`config.mk`:
```
export PLATFORM = sky130hd
export DESIGN_NAME = quadrature_decoder
export DESIGN_NICKNAME = d
export VERILOG_FILES = /design/src/rtl/quadrature_decoder.sv
export SDC_FILE = /design/constraint.sdc
export NUM_CORES = 1
export LEC_CHECK = 0
export CORE_ASPECT_RATIO = 0.7
export CORE_MARGIN = 8
export CORE_UTILIZATION = 35
export CTS_BUF_LIST = sky130_fd_sc_hd__clkbuf_16
export CTS_CLUSTER_SIZE = 28
export DETAILED_ROUTE_END_ITERATION = 16
export GPL_TIMING_DRIVEN = 0
export SLEW_MARGIN = 20
export SYNTH_ARGS = -nofsm -noshare
export SYNTH_HDL_FRONTEND = slang
export SYNTH_SLANG_ARGS = --single-unit
```
`constraint.sdc`:
```
create_clock -name clk -period 3.15 [get_ports clk]
set_clock_uncertainty 0.05 [all_clocks]
set_input_delay 0.63 -clock clk [delete_from_list [all_inputs] [get_ports clk]]
set_output_delay 0.63 -clock clk [all_outputs]
set_load 0.02 [all_outputs]
```
`src/rtl/quadrature_decoder.sv`:
```
// quadrature_decoder
// Turns a two-phase quadrature pair (A/B) into one-cycle step strobes, a direction
// bit, a wrapping position count and a sticky illegal-transition flag.
// The A/B inputs are asynchronous and pass through two synchronizer flops per channel.
// Optional feature: define QDEC_FILTER_EN to add a per-channel glitch filter that
// passes a new level only after it has been stable for FILTER_LEN cycles.
module quadrature_decoder #(
  parameter int bits       = 16,
  parameter int FILTER_LEN = 4
) (
  input  logic            clk,
  input  logic            reset,
  input  logic            a_in,
  input  logic            b_in,
  input  logic            clear,
  output logic            step,
  output logic            up,
  output logic [bits-1:0] position,
  output logic            err
);

  // Warm-up ends once the synchronizer has flushed its reset value into prev_ab.
  localparam logic [1:0]      WARM_DONE = 2'd3;
  localparam logic [1:0]      DEC_NONE  = 2'd0;
  localparam logic [1:0]      DEC_UP    = 2'd1;
  localparam logic [1:0]      DEC_ILL   = 2'd2;
  localparam logic [1:0]      DEC_DOWN  = 2'd3;
  localparam logic [bits-1:0] POS_ONE   = bits'(1);

  if (FILTER_LEN < 2) begin : g_bad_filter_len
    $error("FILTER_LEN must be at least 2");
  end

  // Position of an {A,B} pair along the up-counting Gray cycle 00,10,11,01.
  function automatic logic [1:0] phase_idx(input logic [1:0] ab);
    return {ab[0], ab[1] ^ ab[0]};
  endfunction

  // Modulo-4 phase distance: 1 = up, 3 = down, 2 = both bits changed, 0 = idle.
  function automatic logic [1:0] classify(input logic [1:0] prev_v, input logic [1:0] cur_v);
    return phase_idx(cur_v) - phase_idx(prev_v);
  endfunction

  // Position update wraps modulo 2^bits in both directions; no saturation.
  function automatic logic [bits-1:0] wrap_step(input logic [bits-1:0] pos, input logic dir);
    return dir ? pos + POS_ONE : pos - POS_ONE;
  endfunction

  logic [1:0] sync_p0;
  logic [1:0] sync_p1;
  logic [1:0] fab;
  logic [1:0] prev_ab;
  logic [1:0] warm_cnt;
  logic       warm_done;
  logic [1:0] dec_cls;
  logic       illegal;

  assign warm_done = (warm_cnt == WARM_DONE);
  assign dec_cls   = classify(prev_ab, fab);
  assign illegal   = warm_done && (dec_cls == DEC_ILL);

  // Stage p0/p1: two-flop synchronizer per channel; sync_p1 is the settled {A,B}.
  always_ff @(posedge clk) begin
    if (reset) begin
      sync_p0 <= 2'b00;
      sync_p1 <= 2'b00;
    end else begin
      sync_p0 <= {a_in, b_in};
      sync_p1 <= sync_p0;
    end
  end

  // Warm-up counter: decode stays off until real input levels have reached prev_ab.
  always_ff @(posedge clk) begin
    if (reset) begin
      warm_cnt <= 2'd0;
    end else if (!warm_done) begin
      warm_cnt <= warm_cnt + 2'd1;
    end
  end

`ifdef QDEC_FILTER_EN
  localparam int              CNT_W    = $clog2(FILTER_LEN) + 1;
  localparam logic [CNT_W-1:0] CNT_LAST = CNT_W'(FILTER_LEN - 1);

  logic [CNT_W-1:0] flt_cnt [2];

  // Stage p2: a channel follows sync_p1 only after FILTER_LEN consecutive differing cycles.
  always_ff @(posedge clk) begin
    if (reset) begin
      fab <= 2'b00;
      for (int i = 0; i < 2; i++) flt_cnt[i] <= '0;
    end else if (!warm_done) begin
      fab <= sync_p1;
      for (int i = 0; i < 2; i++) flt_cnt[i] <= '0;
    end else begin
      for (int i = 0; i < 2; i++) begin
        if (sync_p1[i] == fab[i]) begin
          flt_cnt[i] <= '0;
        end else if (flt_cnt[i] == CNT_LAST) begin
          fab[i]     <= sync_p1[i];
          flt_cnt[i] <= '0;
        end else begin
          flt_cnt[i] <= flt_cnt[i] + 1'b1;
        end
      end
    end
  end
`else
  assign fab = sync_p1;
`endif

  // Decode stage: classify fab against prev_ab and update step/up/position/err.
  always_ff @(posedge clk) begin
    if (reset) begin
      prev_ab  <= 2'b00;
      step     <= 1'b0;
      up       <= 1'b0;
      position <= '0;
      err      <= 1'b0;
    end else begin
      step <= 1'b0;
      if (!warm_done) begin
        prev_ab <= sync_p1;
      end else begin
        prev_ab <= fab;
        case (dec_cls)
          DEC_UP: begin
            step     <= 1'b1;
            up       <= 1'b1;
            position <= wrap_step(position, 1'b1);
          end
          DEC_DOWN: begin
            step     <= 1'b1;
            up       <= 1'b0;
            position <= wrap_step(position, 1'b0);
          end
          DEC_NONE, DEC_ILL: ;
        endcase
      end
      // Clear beats a same-cycle step for position; an illegal edge beats clear for err.
      if (clear) begin
        position <= '0;
        err      <= 1'b0;
      end
      if (illegal) begin
        err <= 1'b1;
      end
    end
  end

endmodule

```
Yosys cells after proc, flatten, opt, wreduce, memory -nomap -nowiden
Index checks and enable logic that the tools add are counted.
- add/sub/neg operators: 4
- equality and inequality tests: 4
- mux-type cells: 5
- bitwise operators: 3
- reductions and logical operators: 7
- operators with widths (cell ; count):
    one-hot mux 16 bit (2 select lines) ; 1
    adder 16 x 1 -> 16 bit, second input constant ; 1
    subtractor 16 x 1 -> 16 bit, second input constant ; 1
    == test 2 bit, second input constant ; 3
    OR reduction 2 bit ; 3
    nonzero test 2 bit ; 2
    two-way mux 1 bit ; 3
    adder 2 x 1 -> 2 bit, second input constant ; 1
    == test 2 x 1 -> 1 bit, second input constant ; 1
    one-hot mux 1 bit (2 select lines) ; 1
    AND reduction 2 bit ; 1
    subtractor 2 bit ; 1
    bitwise XOR 1 bit ; 2
    logical AND 1 bit ; 1
    inverter 1 bit ; 1
- flip-flop bits (word level): 27
- output and inout bits: 19

Depth between registers and ports, before layout
- depth after elaboration: 5
- mapped depth: 14

Least setup slack after synthesis
OpenSTA, ideal clock, no wires.
- kind: reg-to-reg
- from: register prev_ab[0]
- to: register position[8]
- library setup time: 0.126 ns
- arrival: 3.050 ns
- setup slack: -0.076 ns
- stages on the path, launching flop included: 15
- buffers on the path: 2
- cell sequence: dfxtp_1 -> xor2_1 -> ha_1 -> xor3_1 -> nand2b_1 -> clkbuf_1 -> xnor2_1 -> ha_1 -> clkbuf_1 -> or4_1 -> o211ai_1 -> a21oi_1 -> o22ai_1 -> a21bo_2 -> a21oi_1
- longest elaborated chain between the ends: 5
- elaborated cells on any way between the ends: 7
- classes of those cells: 1 x add/sub; 2 x eq/ne; 1 x mux; 1 x bitwise; 2 x reduce/logical
- ends and longest elaborated chain (element ; line ; text):
    from (decl) ; 52 ; logic [1:0] prev_ab;
    from (signal assigned) ; 124 ; prev_ab <= sync_p1;
    bitwise XOR 1 bit ; 36 ; return {ab[0], ab[1] ^ ab[0]};
    subtractor 2 bit * ; 41 ; return phase_idx(cur_v) - phase_idx(prev_v);
    == test 2 bit / == test 2 x 1 -> 1 bit (equally long branches) ; 127 ; case (dec_cls)
    nonzero test 2 bit (no source line) ; - ;
    AND reduction 2 bit (no source line) ; - ;
    to (signal assigned) ; 131 ; position <= wrap_step(position, 1'b1);
    to (signal assigned) ; 136 ; position <= wrap_step(position, 1'b0);
    to (decl) ; 18 ; output logic [bits-1:0] position,
Mark *: on every way between the ends. The rest lies on a longest branch, timed or not.
A chain may end at the register's enable or synchronous reset.

Final worst setup path
- from: register prev_ab[0]
- to: register position[14]
The elaborated chain is that of the path after synthesis.

==> flow_metrics.py <==
metrics = {
    "cts": {
        "clock_latency_ns": 0.27,
        "clk_pin_slew_ns": 0.07,
        "cts_tree": "built",
        "cts_max_level": 1,
        "cts_buffers": 3,
        "cts_hold_buffers": 0,
        "cts_sinks": 27,
        "cts-root-buf": "clkbuf_16",
        "clockBufferDepth": 2,
    },
    "floorplan": {
        "initial_core_util_pct": 36.58,
        "core-area_um2": 4354,
        "die-height_um": 72.44,
        "io_pins": 24,
        "dieWidth_um": 96.63,
        "rows": 20,
        "die_area_um2": 7000,
    },
    "placed_design": {
        "dp_hpwl_um": 2969,
        "placed_area_um2": 1893,
        "numPortBuffers": 23,
        "routabilityCongestion": 0.8981,
    },
    "sta": {
        "post-route-period-util_pct": 93.95,
        "worst_slew_pin_slew_ns": 0.5081,
        "setup_viol": 0,
        "fmax_mhz": 337.9,
        "final_hold_viol_count": 0,
        "final_max_slew_viol_count": 0,
        "period_minus_slack_ns": 2.959,
        "rsz0062_at_grt": "no",
        "slew-limit-headroom_pct": 66.13,
    },
    "cells_and_area": {
        "fillerInstances": 445,
        "final_common_cell": "dfxtp_1",
        "diodes": 0,
        "finalNetCount": 227,
        "final_cell_mix": "dfxtp_1, clkdlybuf4s50_1, nor2_1",
        "layout-drive-gt1-share_pct": 11.01,
        "fin_area_um2": 2022,
        "syn_to_final_growth_pct": 26.94,
    },
    "worst_setup_path": {
        "arrival_ns": 3.11,
        "crit_type": "flop to flop",
        "ff2ff_path_depth": 13,
        "end_kind": "flop",
        "cp.required_ns": 3.30,
        "rr_startpoint": "prev_ab[0]$_SDFF_PP0_",
        "critPathCapture": "position[14]$_SDFFE_PP0P_",
        "cp-start-kind": "flop",
        "r2r_slack_ns": 0.19,
        "cp-startpoint": "prev_ab[0]$_SDFF_PP0_",
        "cp_max_fo": 10,
        "rr_endpoint": "position[14]$_SDFFE_PP0P_",
    },
    "grt": {
        "gr-total-overflow": 0,
        "antenna_found_initial": 0,
        "grt_pass1_wl_um": 6934,
        "grtUsageTotal_pct": 11.77,
        "grt_max_degree": 17,
        "grt_pass1_vias": 1346,
    },
    "route": {
        "ant_nets": 0,
        "wl_per_cell_um": 14.88,
        "finalWirelength_um": 4063,
        "drtIter0Drc": 140,
        "vias": 1480,
        "dr.pass1.iters": 4,
        "drc": 0,
        "via_per_inst": 5.421,
    },
    "synthesis": {
        "synth.distinct_cells": 44,
        "post_synth_inst_count": 190,
        "syn_avg_cell_area_um2": 8.383,
        "ys_ff_latch": 27,
        "syn_area_um2": 1593,
        "async_flop_share_pct": 0,
        "synthFlopType": "dfxtp_1",
        "ys_warn_count": 0,
        "synth_edf_count": 0,
        "ys_seq_area_share_pct": 33.94,
        "synth_nets": 198,
    },
    "pwr": {
        "powerDensity_nw_per_um2": 373.4,
        "ir_drop_mv": 0.1748,
        "leakagePower_nw": 0.7030,
        "power_mw": 0.7550,
    },
    "job": {
        "maxCapViolations": 0,
    },
    "status": {
        "outcome": "completed",
    },
    "min_path": {
        "hp-class": "flop to flop",
    },
}
[what timing repair did]
| action | in CTS | in global routing |
|---|---|---|
| cloned | 0 | 0 |
| pin swaps | 1 | 1 |
| setup buffers | 1 | 0 |
| endpoints found under the setup margin | 7 | 4 |
| gates resized for setup | 6 | 8 |
[area by class of cell]
class	instances	area (um2)	share of cell area, %
well taps	55	68.82	3.403
flip-flops and latches	27	543.0	26.86
clock buffers	3	75.07	3.713
multi-input cells	148	1016	50.25
repair buffers	24	237.7	11.76
clock inverters	1	7.507	0.3713
plain buffers	13	66.31	3.280
inverters	2	7.507	0.3713
[stage by stage]
stage	utilization [%]	cells	TNS (ns)	setup slack (ns)	hold slack [ns]
after detailed placement	43.48	268	-1.973	-0.5262	0.3946
after CTS	45.89	273	0	0.0006786	0.4052
final	46.44	273	0	0.1907	0.3979
after global routing	46.44	273	0	0.002306	0.4168
after floorplan	-	190	0	0.01588	0.3638
after global placement	43.48	268	-1.954	-0.5175	0.3800
[cells by family after synthesis]
| kind of cell | after synthesis | share of synthesized area [%] |
|---|---|---|
| AO/OA/AOI/OAI | 34 | 14.45 |
| XOR/XNOR | 18 | 11.70 |
| flip-flops | 27 | 33.94 |
| multiplexers | 4 | 2.514 |
| AND/OR/NAND/NOR | 89 | 30.95 |
| buffers and inverters | 15 | 4.085 |
| adder cells (fa/ha/maj) | 3 | 2.357 |
[registers in the layout, indices dropped and copies added (netlist names)]
register  flops
position     16
step          1
sync_p0       2
up            1
fab           2
prev_ab       2
warm_cnt      2
err           1
[cells in the mapped netlist, types with 2 or more instances]
cell type	number	area, um2
dfxtp_1	27	540.5
nor2_1	20	75.07
nand2_1	11	41.29
clkbuf_1	10	37.54
a21oi_1	9	45.04
o21ai_0	9	45.04
nand3_1	8	40.04
xnor2_1	8	70.07
xor2_1	8	70.07
nor2b_1	7	43.79
nor3_1	7	35.03
and3_1	5	31.28
nor4_1	5	31.28
and4_1	4	35.03
mux2i_1	4	40.04
nand4_1	4	25.02
and2_1	3	18.77
ha_1	3	37.54
nand2b_1	3	18.77
o211ai_1	3	22.52
a32oi_1	2	17.52
inv_1	2	7.510
nand3b_1	2	15.01
o2111a_1	2	22.52
o22ai_1	2	12.51
or2_2	2	12.51
or3_1	2	12.51
or3_4	2	22.52
[worst max-delay path, cell delays in order (launching register included)]
cell and delay [ns]:
dfxtp_2 0.37, xor2_1 0.17, ha_2 0.21, xor3_2 0.30, nand2b_4 0.14, buf_6 0.15
xnor2_1 0.07, ha_1 0.19, buf_2 0.17, nor4_1 0.26, o22ai_1 0.21, a211o_1 0.31
a21o_1 0.18, a21oi_1 0.11
[per-layer routing]
layer / global-route usage [%] / vias to the layer above / part of all wire (%)
met3: 3.605 / 2 / 7.7
li1: - / 743 / -
met2: 16.47 / 48 / 40
met4: 2.037 / 0 / 0.54
met1: 17.03 / 687 / 51
met5: 0 / - / 0
[worst min-delay path by stage]
| stage | slack (ns) | startpoint | to | cells past startpoint |
|---|---|---|---|---|
| after floorplan | 0.36 | sync_p0[0]$_SDFF_PP0_ | fab[0]$_SDFF_PP0_ | 1 |
| final | 0.40 | sync_p0[0]$_SDFF_PP0_ | fab[0]$_SDFF_PP0_ | 1 |
| after global placement | 0.38 | sync_p0[1]$_SDFF_PP0_ | fab[1]$_SDFF_PP0_ | 1 |
| after global routing | 0.42 | sync_p0[0]$_SDFF_PP0_ | fab[0]$_SDFF_PP0_ | 1 |
| after CTS | 0.41 | sync_p0[1]$_SDFF_PP0_ | fab[1]$_SDFF_PP0_ | 1 |
| after detailed placement | 0.39 | sync_p0[1]$_SDFF_PP0_ | fab[1]$_SDFF_PP0_ | 1 |
[report_power, final]
group	internal, mW	switching (mW)	leakage [nW]	total, mW
Sequential	0.352	0.00693	0.220	0.359
Clock	0.173	0.127	0.0371	0.300
Combinational	0.0428	0.0531	0.446	0.0959
No activity file was read; power rests on OpenSTA's default activity.
